**src/rtl/p2s_serializer_ml.sv**
```systemverilog
// p2s_serializer_ml: parallel-to-serial converter.
// Takes DATA_W-bit words over a valid/ready handshake and emits them LANES
// bits per clock with svalid/slast framing. An optional gap of GAP_CYCLES
// idle cycles separates consecutive words.
// Optional feature: define P2S_PARITY_EN to append one per-lane even-parity
// beat after the data beats of every word.
module p2s_serializer_ml #(
  parameter int DATA_W     = 8,
  parameter int LANES      = 1,
  parameter int MSB_FIRST  = 1,
  parameter int GAP_CYCLES = 0
) (
  input  logic              clk,
  input  logic              rst_n,
  input  logic [DATA_W-1:0] pdata,
  input  logic              pvalid,
  output logic              pready,
  output logic [LANES-1:0]  sdata,
  output logic              svalid,
  output logic              slast,
  output logic              busy
);

  localparam int BEATS = DATA_W / LANES;
`ifdef P2S_PARITY_EN
  localparam int TOTAL = BEATS + 1;
`else
  localparam int TOTAL = BEATS;
`endif
  localparam int              CNT_W    = (TOTAL > 1) ? $clog2(TOTAL) : 1;
  localparam logic [CNT_W-1:0] LAST_CNT = CNT_W'(TOTAL - 1);
  localparam logic [3:0]       GAP_LAST = 4'(GAP_CYCLES - 1);

  typedef enum logic [1:0] {
    IDLE  = 2'd0,
    SHIFT = 2'd1,
    GAP   = 2'd2
  } state_t;

  state_t             state_q, state_d;
  logic [DATA_W-1:0]  shreg_q, shreg_d;
  logic [CNT_W-1:0]   count_q, count_d;
  logic [3:0]         gap_q, gap_d;
  logic               pready_q, pready_d;
  logic [LANES-1:0]   sdata_q, sdata_d;
  logic               svalid_q, svalid_d;
  logic               slast_q, slast_d;
  logic               busy_q, busy_d;
  logic               xfer;
`ifdef P2S_PARITY_EN
  logic [LANES-1:0]   parity_q, parity_d;

  // Even parity per lane: XOR of every slice the word will put on the lines.
  function automatic logic [LANES-1:0] lane_parity(input logic [DATA_W-1:0] w);
    logic [LANES-1:0] p;
    p = '0;
    for (int k = 0; k < BEATS; k++) p ^= w[k*LANES +: LANES];
    return p;
  endfunction
`endif

  // Next-state logic; outputs are precomputed from next state so they leave flops.
  always_comb begin
    state_d = state_q;
    shreg_d = shreg_q;
    count_d = count_q;
    gap_d   = gap_q;
`ifdef P2S_PARITY_EN
    parity_d = parity_q;
`endif
    xfer = pvalid && pready_q;

    case (state_q)
      IDLE: begin
        if (xfer) begin
          state_d = SHIFT;
          shreg_d = pdata;
          count_d = '0;
`ifdef P2S_PARITY_EN
          parity_d = lane_parity(pdata);
`endif
        end
      end
      SHIFT: begin
        if (count_q == LAST_CNT) begin
          if (GAP_CYCLES == 0) begin
            if (xfer) begin
              shreg_d = pdata;
              count_d = '0;
`ifdef P2S_PARITY_EN
              parity_d = lane_parity(pdata);
`endif
            end else begin
              state_d = IDLE;
            end
          end else begin
            state_d = GAP;
            gap_d   = '0;
          end
        end else begin
          count_d = count_q + CNT_W'(1);
          shreg_d = (MSB_FIRST != 0) ? (shreg_q << LANES) : (shreg_q >> LANES);
        end
      end
      GAP: begin
        if (gap_q == GAP_LAST) state_d = IDLE;
        else                   gap_d   = gap_q + 4'd1;
      end
      default: state_d = IDLE;
    endcase

    svalid_d = (state_d == SHIFT);
    slast_d  = svalid_d && (count_d == LAST_CNT);
    busy_d   = (state_d != IDLE);
    pready_d = (state_d == IDLE) || ((GAP_CYCLES == 0) && slast_d);
    sdata_d  = '0;
    if (svalid_d) begin
      sdata_d = (MSB_FIRST != 0) ? shreg_d[DATA_W-1 -: LANES] : shreg_d[LANES-1:0];
`ifdef P2S_PARITY_EN
      if (count_d == CNT_W'(BEATS)) sdata_d = parity_d;
`endif
    end
  end

  // State, datapath and output registers; reset drops any word in flight.
  always_ff @(posedge clk or negedge rst_n) begin
    if (!rst_n) begin
      state_q  <= IDLE;
      shreg_q  <= '0;
      count_q  <= '0;
      gap_q    <= '0;
      pready_q <= 1'b1;
      sdata_q  <= '0;
      svalid_q <= 1'b0;
      slast_q  <= 1'b0;
      busy_q   <= 1'b0;
`ifdef P2S_PARITY_EN
      parity_q <= '0;
`endif
    end else begin
      state_q  <= state_d;
      shreg_q  <= shreg_d;
      count_q  <= count_d;
      gap_q    <= gap_d;
      pready_q <= pready_d;
      sdata_q  <= sdata_d;
      svalid_q <= svalid_d;
      slast_q  <= slast_d;
      busy_q   <= busy_d;
`ifdef P2S_PARITY_EN
      parity_q <= parity_d;
`endif
    end
  end

  assign pready = pready_q;
  assign sdata  = sdata_q;
  assign svalid = svalid_q;
  assign slast  = slast_q;
  assign busy   = busy_q;

endmodule

```
**config.mk**
```make
export PLATFORM = sky130hd
export DESIGN_NAME = p2s_serializer_ml
export DESIGN_NICKNAME = d
export VERILOG_FILES = /design/src/rtl/p2s_serializer_ml.sv
export SDC_FILE = /design/constraint.sdc
export NUM_CORES = 1
export LEC_CHECK = 0
export ABC_CLOCK_PERIOD_IN_PS = 2700
export CELL_PAD_IN_SITES_DETAIL_PLACEMENT = 0
export CELL_PAD_IN_SITES_GLOBAL_PLACEMENT = 1
export CORE_AREA = 2 2 51 53
export CTS_CLUSTER_DIAMETER = 30
export DETAILED_ROUTE_END_ITERATION = 7
export DIE_AREA = 0 0 53 55
export PLACE_DENSITY = 0.81
export SKIP_CTS_REPAIR_TIMING = 1
export SKIP_LAST_GASP = 1
export SYNTH_ARGS = -nofsm -noshare
export SYNTH_HDL_FRONTEND = slang
export SYNTH_SLANG_ARGS = --single-unit
```
**constraint.sdc**
```tcl
create_clock -name clk -period 2.7 [get_ports clk]
set_clock_uncertainty 0.1 [all_clocks]
set_input_delay 0.27 -clock clk [delete_from_list [all_inputs] [get_ports clk]]
set_output_delay 0.27 -clock clk [all_outputs]
set_load 0.005 [all_outputs]
```
# Yosys cells after proc, flatten, opt, wreduce, memory -nomap -nowiden
# Cells that the tools add are included.
[totals]
reg_bits = 22
output_inout_bits = 5
[classes]
add_sub_neg = 2
eq_ne = 6
muxes = 12
bitwise = 1
n_reduce_logical = 8
[op_table]
columns = ["operator", "n"]
rows = [
  ["$mux 8", 2],
  ["$pmux 8 s2", 1],
  ["$mux 2", 4],
  ["$eq 3x3->1 const B", 2],
  ["$mux 3", 2],
  ["$pmux 2 s3", 1],
  ["$pmux 3 s2", 1],
  ["$add 4x1->4 const B", 1],
  ["$eq 2x1->1 const B", 2],
  ["$eq 4x4->1 const B", 1],
  ["$logic_not 2->1", 2],
  ["$reduce_bool 2->1", 2],
  ["$add 3x1->3 const B", 1],
  ["$eq 2x2->1 const B", 1],
  ["$logic_and 1x1->1", 2],
  ["$reduce_and 2->1", 1],
  ["$logic_or 1x1->1", 1],
  ["$mux 1", 1],
  ["$not 1->1", 1],
]

# Logic depth before layout (Yosys ltp)
# Gate-level depths: netlist of run 1.
[depth]
depth_word = 7
depth_mapped = 7
mapped_depth_nobuf = 6

# Worst setup path before layout of run 1
# Ideal clock, no wire load.
[synth_timing]
path_type = "register to register"
start = "register count_q[0]"
end = "register shreg_q[2]"
setup_time_ns = 0.127
arrival_ns = 1.634
path_slack_ns = 0.839
path_stages_with_launch = 8
n_path_buf = 1
path_cell_list = "dfrtp_1 ha_1 ha_1 nand2b_1 a21o_1 buf_6 a222oi_1 inv_1"
[synth_via]
elab_chain_len = 3
[synth_rtl]
columns = ["item", "line", "text"]
rows = [
  ["start: declaration", "42", "logic [CNT_W-1:0] count_q, count_d;"],
  ["start signal: assignment", "143", "count_q <= count_d;"],
  ["$eq 3x3->1", "85", "if (count_q == LAST_CNT) begin"],
  ["$mux 8", "85", ""],
  ["$pmux 8 s2", "73", "case (state_q)"],
  ["end signal: assignment", "142", "shreg_q <= shreg_d;"],
  ["end: declaration", "41", "logic [DATA_W-1:0] shreg_q, shreg_d;"],
]
# Every way passes these cells.
# A chain may end at the register's enable or synchronous reset.

# Worst setup path in the final report of run 1
# Ends and elaborated chain as after synthesis.

==> results of run 1 <==
## metal layers
metal  global-route usage (%)  up-vias  wire length, µm
li1                         -      311                -
met1                     17.4      313              711
met2                     19.4       25              698
met3                     3.23        0               97
met4                     2.56        0                0
met5                        0        -                0
## where the power goes
group | internal (µW) | switching [µW] | leakage, µW | total [µW]
clock network | 56.3 | 96.5 | 0.0000139 | 153
registers | 415 | 58.1 | 0.000270 | 474
logic | 183 | 175 | 0.000277 | 358
total | 655 | 330 | 0.000560 | 985
## synthesized netlist by cell type, drive strengths merged
| library cell | n | area share [%] |
|---|---|---|
| or2 | 1 | 0.70 |
| inv | 9 | 3.8 |
| and2b | 1 | 0.84 |
| a21o | 2 | 1.7 |
| nand3 | 1 | 0.56 |
| buf | 1 | 1.3 |
| a22o | 2 | 2.0 |
| o21ai | 3 | 1.7 |
| nand4 | 1 | 0.70 |
| a31oi | 2 | 1.4 |
| nor2 | 2 | 0.84 |
| o31ai | 1 | 0.84 |
| ha | 4 | 5.6 |
| nor3 | 1 | 0.56 |
| a21oi | 1 | 0.56 |
| nor3b | 1 | 1.4 |
| xnor2 | 2 | 2.0 |
| a222oi | 6 | 6.7 |
| dfrtp | 20 | 56 |
| nor2b | 1 | 0.70 |
| dfstp | 1 | 2.9 |
| nand2 | 9 | 3.8 |
| nand3b | 1 | 0.84 |
| nand2b | 4 | 2.8 |
## logic make-up after synthesis
group | after synthesis | synth area share, %
AOI/OAI and AO/OA | 17 | 14.8
xor gates and xnor gates | 2 | 1.96
adders and majority gates | 4 | 5.59
buffers and inverters | 10 | 5.03
DFF | 21 | 58.9
and+or+nand+nor | 23 | 13.7
## area by class of cell
| class | instances | area, µm² | share of cell area [%] |
|---|---|---|---|
| clock buffers | 3 | 22.5 | 2.03 |
| clock inverters | 1 | 7.51 | 0.677 |
| inverters | 9 | 33.8 | 3.05 |
| multi-input cells | 46 | 323 | 29.1 |
| flip-flops and latches | 21 | 527 | 47.5 |
| well taps | 30 | 37.5 | 3.39 |
| repair buffers | 16 | 158 | 14.2 |
## worst min-delay path by stage
| stage | startpoint | to | slack (ps) |
|---|---|---|---|
| after floorplan | rst_n | busy | -130 |
| after global placement | shreg_q[3] | shreg_q[4] | 370 |
| after detailed placement | gap_q[3] | gap_q[3] | 390 |
| after CTS | rst_n | count_q[2] | 200 |
| after global routing | rst_n | busy | 190 |
| final | rst_n | gap_q[2] | 200 |
## flip-flops by register name (all words and copies together), names as in the netlist
| register | count |
|---|---|
| svalid | 1 |
| count_q | 3 |
| pready | 1 |
| shreg_q | 7 |
| gap_q | 4 |
| state_q | 2 |
| slast | 1 |
| sdata | 1 |
| busy | 1 |
## metrics by stage
| step | area, µm² | power (µW) | hold slack [ps] | cells | worst slack (ps) |
|---|---|---|---|---|---|
| 6_report | 1110 | 985 | 196 | 126 | 650 |
| 5_1_grt | 1110 | 1080 | 194 | 126 | 491 |
| 4_1_cts | 1110 | 997 | 204 | 126 | 630 |
| 3_5_place_dp | 1080 | 844 | 387 | 122 | 649 |
| 3_3_place_gp | 1080 | 834 | 369 | 122 | 772 |
| 2_1_floorplan | 895 | 713 | -126 | 77 | 839 |
## cell usage in the layout, fill, tap and decap left out, types with 2 or more instances in the layout
master            n
dfrtp_1          20
clkdlybuf4s50_1  15
nand2_1           9
inv_1             8
a222oi_1          6
nand2b_1          4
ha_1              4
clkbuf_4          3
a21o_1            2
o21ai_0           2
nor2_1            2
a31oi_1           2
a22o_1            2
xnor2_1           2
==> summary.txt, run 1 <==
most used cell, CP: ha_1
Setup violations, final: 0
CP startpoint: count_q[0]
area growth from synthesis to layout: 23.9%
crit-path cells: ha_1 -> ha_1 -> nand2b_1 -> a21o_1 -> a222oi_1 -> inv_1
flop2flop setup slack: 650 ps
register bit count reported by yosys: 21
Data required, critical path: 2790 ps
H-tree Lvls: 1
largest net degree at the start of global routing: 22
first-pass GRT wire length: 2650 µm
DRC viols: 0
CTS tree: done
Slew @ Worst Pin: 467 ps
DRT Wirelength: 1510 µm
Final Hold Fails: 0
DR pass1 iterations: 4
sequential fraction of the synthesis area: 58.9%
final worst path period share: 75.9%
Critical Path Start Type: register
max frequency: 0.488 GHz
Root Buffer Master: clkbuf_4
Port-buffer cells: 15
WP depth: 6
Critical Path Sink: shreg_q[2]
Avg Cell Area, Syn: 11.6 µm²
Fill cells: 219
R2R depth: 6
I/O pin count: 16
HPWL after DPL: 1140 µm
routed vias: 649
RD Place Congestion: 0.864
Setup crit end kind: register
slowest CP cell: dfrtp_1
status: completed
Mapped Cells: 77
placement row count: 18
max_cap viols: 0
VDD IR max: 0.513 mV
vias in the first global route: 618
Nets: 112
Global Route Usage Sum: 12.4%
cell family with most CP delay: compound AO/OA/AOI/OAI gates
initial antenna violation count: 0
die width: 53 µm
Max-slew headroom: 68.7%
Die Area: 2920 µm²
Die Ht: 55 µm
Inserted Clock Buffers: 3
Final ANT Viol Nets: 0
RSZ-0062 raised after global routing: no
DRT iter0 DRCs: 30
Synth Net Count: 92
WP buf/inv: 1
post-layout util: 46.9%
setup TNS: 0 ps
crit path DAT: 2140 ps
pins over their slew limit: 0
CTS max path bufs: 2
PwrDens: 888 nW/µm²
core box area: 2360 µm²
vias per cell: 5.15
Starting Density: 37.8%
CTS Sinks: 21
reg2reg start: count_q[0]
Min Clock Period, post-route: 2050 ps
Worst path max stage delay: 440 ps
reg2reg end: shreg_q[2]
Syn. warnings: 0
n_diodes: 0
Crit Path Category: reg -> reg
Critical Path Fanout Max: 11
WL/cell: 12.0 µm
worst skew pair latency: 300 ps
share of cells above drive strength 1: 8.33%
HP Class: in -> async
total grt overflow: 0
clock-pin slew on the worst setup and hold paths: 120 ps
Synth Cell Area: 895 µm²
P_leak: 0.000560 µW
Yosys cell types: 26
Note: power is estimated with default switching activity, not from simulation.
==> run 2: changes to the inputs <==
- ABC_CLOCK_PERIOD_IN_PS: 2700 -> 2150
- clock period: 2.7 -> 2.15 ns (I/O delays scaled with it)
==> summary.txt, run 2 (synthesized netlist as in run 1, its figures left out) <==
Final ANT Viol Nets: 0 (unchanged)
WL/cell: 12.5 µm (was 12.0 µm)
Clk pwr share: 14.6% (was 15.5%)
Die Area: 2920 µm² (unchanged)
share of cells above drive strength 1: 9.38% (was 8.33%)
core box area: 2360 µm² (unchanged)
CTS Sinks: 21 (unchanged)
HPWL after DPL: 1220 µm (was 1140 µm)
vias in the first global route: 630 (was 618)
Global Route Usage Sum: 13.0% (was 12.4%)
clock-pin slew on the worst setup and hold paths: 110 ps (was 120 ps)
Data required, critical path: 2230 ps (was 2790 ps)
Slew @ Worst Pin: 484 ps (was 467 ps)
die width: 53 µm (unchanged)
cell family with most CP delay: compound AO/OA/AOI/OAI gates (unchanged)
most used cell, CP: ha_1 (unchanged)
max frequency: 0.505 GHz (was 0.488 GHz)
WP depth: 6 (unchanged)
Placement Cell Area: 1080 µm² (unchanged)
Final Hold Fails: 0 (unchanged)
Setup crit end kind: register (unchanged)
CTS tree: done (unchanged)
pins over their slew limit: 0 (unchanged)
Seq pwr share: 47.9% (was 48.1%)
R2R depth: 6 (unchanged)
Setup WS pre-CTS: 136 ps (was 649 ps)
WP buf/inv: 1 (unchanged)
CTS max path bufs: 2 (unchanged)
H-tree Lvls: 1 (unchanged)
slowest CP cell: dfrtp_1 (unchanged)
Starting Density: 37.8% (unchanged)
most frequent cells in the layout: dfrtp_1 (20), clkdlybuf4s50_1 (15), nand2_1 (9) (unchanged)
Port-buffer cells: 15 (unchanged)
Min Clock Period, post-route: 1980 ps (was 2050 ps)
worst setup margin: 169 ps (was 650 ps)
VDD IR max: 0.552 mV (was 0.513 mV)
Worst path max stage delay: 440 ps (about the same)
Critical Path Fanout Max: 11 (unchanged)
Largest Register: shreg_q (unchanged)
total power: 1250 µW (was 985 µW)
Crit Path Category: reg -> reg (unchanged)
DR pass1 iterations: 4 (unchanged)
Inserted Clock Buffers: 3 (unchanged)
routed vias: 627 (was 649)
vias per cell: 4.98 (was 5.15)
most common library cell in the layout ignoring fill and taps: dfrtp_1 (unchanged)
post-layout util: 47.1% (was 46.9%)
Fill cells: 232 (was 219)
initial antenna violation count: 0 (unchanged)
total grt overflow: 0 (unchanged)
final worst path period share: 92.1% (was 75.9%)
RD Place Congestion: 0.853 (was 0.864)
largest net degree at the start of global routing: 13 (was 22)
Max-slew headroom: 67.6% (was 68.7%)
area growth from synthesis to layout: 24.5% (was 23.9%)
sw frac: 33.5% (about the same)
Setup violations, final: 0 (unchanged)
PwrDens: 1120 nW/µm² (was 888 nW/µm²)
P_sw: 419 µW (was 330 µW)
I/O pin count: 16 (unchanged)
Multi-input gate area: 330 µm² (was 323 µm²)
max FFs per register: 7 (unchanged)
status: completed (unchanged)
Gate power share: 37.5% (was 36.4%)
placement row count: 18 (unchanged)
n_diodes: 0 (unchanged)
worst skew pair latency: 290 ps (was 300 ps)
HP Class: in -> async (unchanged)
crit path DAT: 2060 ps (was 2140 ps)
DRC viols: 0 (unchanged)
dpl cells: 122 (unchanged)
first-pass GRT wire length: 2740 µm (was 2650 µm)
DRT iter0 DRCs: 21 (was 30)
Root Buffer Master: clkbuf_4 (unchanged)
Critical Path Start Type: register (unchanged)
Non-Filler Instances: 126 (unchanged)
max_cap viols: 0 (unchanged)
Int Power: 832 µW (was 655 µW)
Nets: 112 (unchanged)
DRT Wirelength: 1580 µm (was 1510 µm)
Die Ht: 55 µm (unchanged)
crit-path cells: ha_1 -> ha_1 -> nand2b_1 -> a21o_4 -> a222oi_1 -> inv_1 (was ha_1 -> ha_1 -> nand2b_1 -> a21o_1 -> a222oi_1 -> inv_1)
Top Registers: shreg_q x7, gap_q x4, count_q x3 (unchanged)
P_leak: 0.000562 µW (was 0.000560 µW)
finished layout cell area: 1110 µm² (about the same)
FF/Latch Area: 527 µm² (unchanged)
==> run 2: cell count changes in the layout (fill, tap and decap cells not counted), sizes merged <==
cell / delta
clkinv: +1
clkinvlp: -1
==> run 2: per-layer routing <==
| metal | GRT usage (%) | part of all wire [%] |
|---|---|---|
| met2 | 21.5 | 49 |
| met3 | 1.61 | 4.5 |
| met5 | 0 | 0 |
| met1 | 18.0 | 47 |
| met4 | 3.85 | 0 |
==> run 2: worst paths after layout <==
| kind | startpoint | to | slack, ps |
|---|---|---|---|
| max | count_q[0] | shreg_q[2] | 170 |
| max in group asynchronous | rst_n | gap_q[2] | 1300 |
| min reg2reg | gap_q[3] | gap_q[3] | 400 |
| max reg2reg | count_q[0] | shreg_q[2] | 170 |
| min | rst_n | count_q[2] | 120 |
| min in group clk | gap_q[3] | gap_q[3] | 400 |
==> run 2: through the flow <==
step           TNS (ps)  hold slack [ps]
3_3_place_gp          0              362
2_1_floorplan         0             -181
3_5_place_dp          0              376
6_report              0              124
4_1_cts               0              133
5_1_grt           -14.9              137
==> run 2: cell type report <==
cell class / count / area share (%)
multi-input combinational: 46 / 29.7
inverter: 9 / 3.03
timing repair buffer: 16 / 14.2
clock buffer: 3 / 2.02
clock inverter: 1 / 0.449
tap: 30 / 3.37
sequential: 21 / 47.3
==> run 2: power groups by stage <==
stage / sequential (µW) / clock, µW / combinational (µW)
after floorplan: 594 / 0 / 301
after global placement: 602 / 0 / 444
after detailed placement: 605 / 0 / 455
after CTS: 596 / 190 / 459
after global routing: 615 / 210 / 546
final: 599 / 182 / 470
==> run 3: changes to the inputs <==
- CAP_MARGIN: unset -> 30
==> results of run 3 <==
The final DEF is identical to that of run 2; final timing and power are the same.
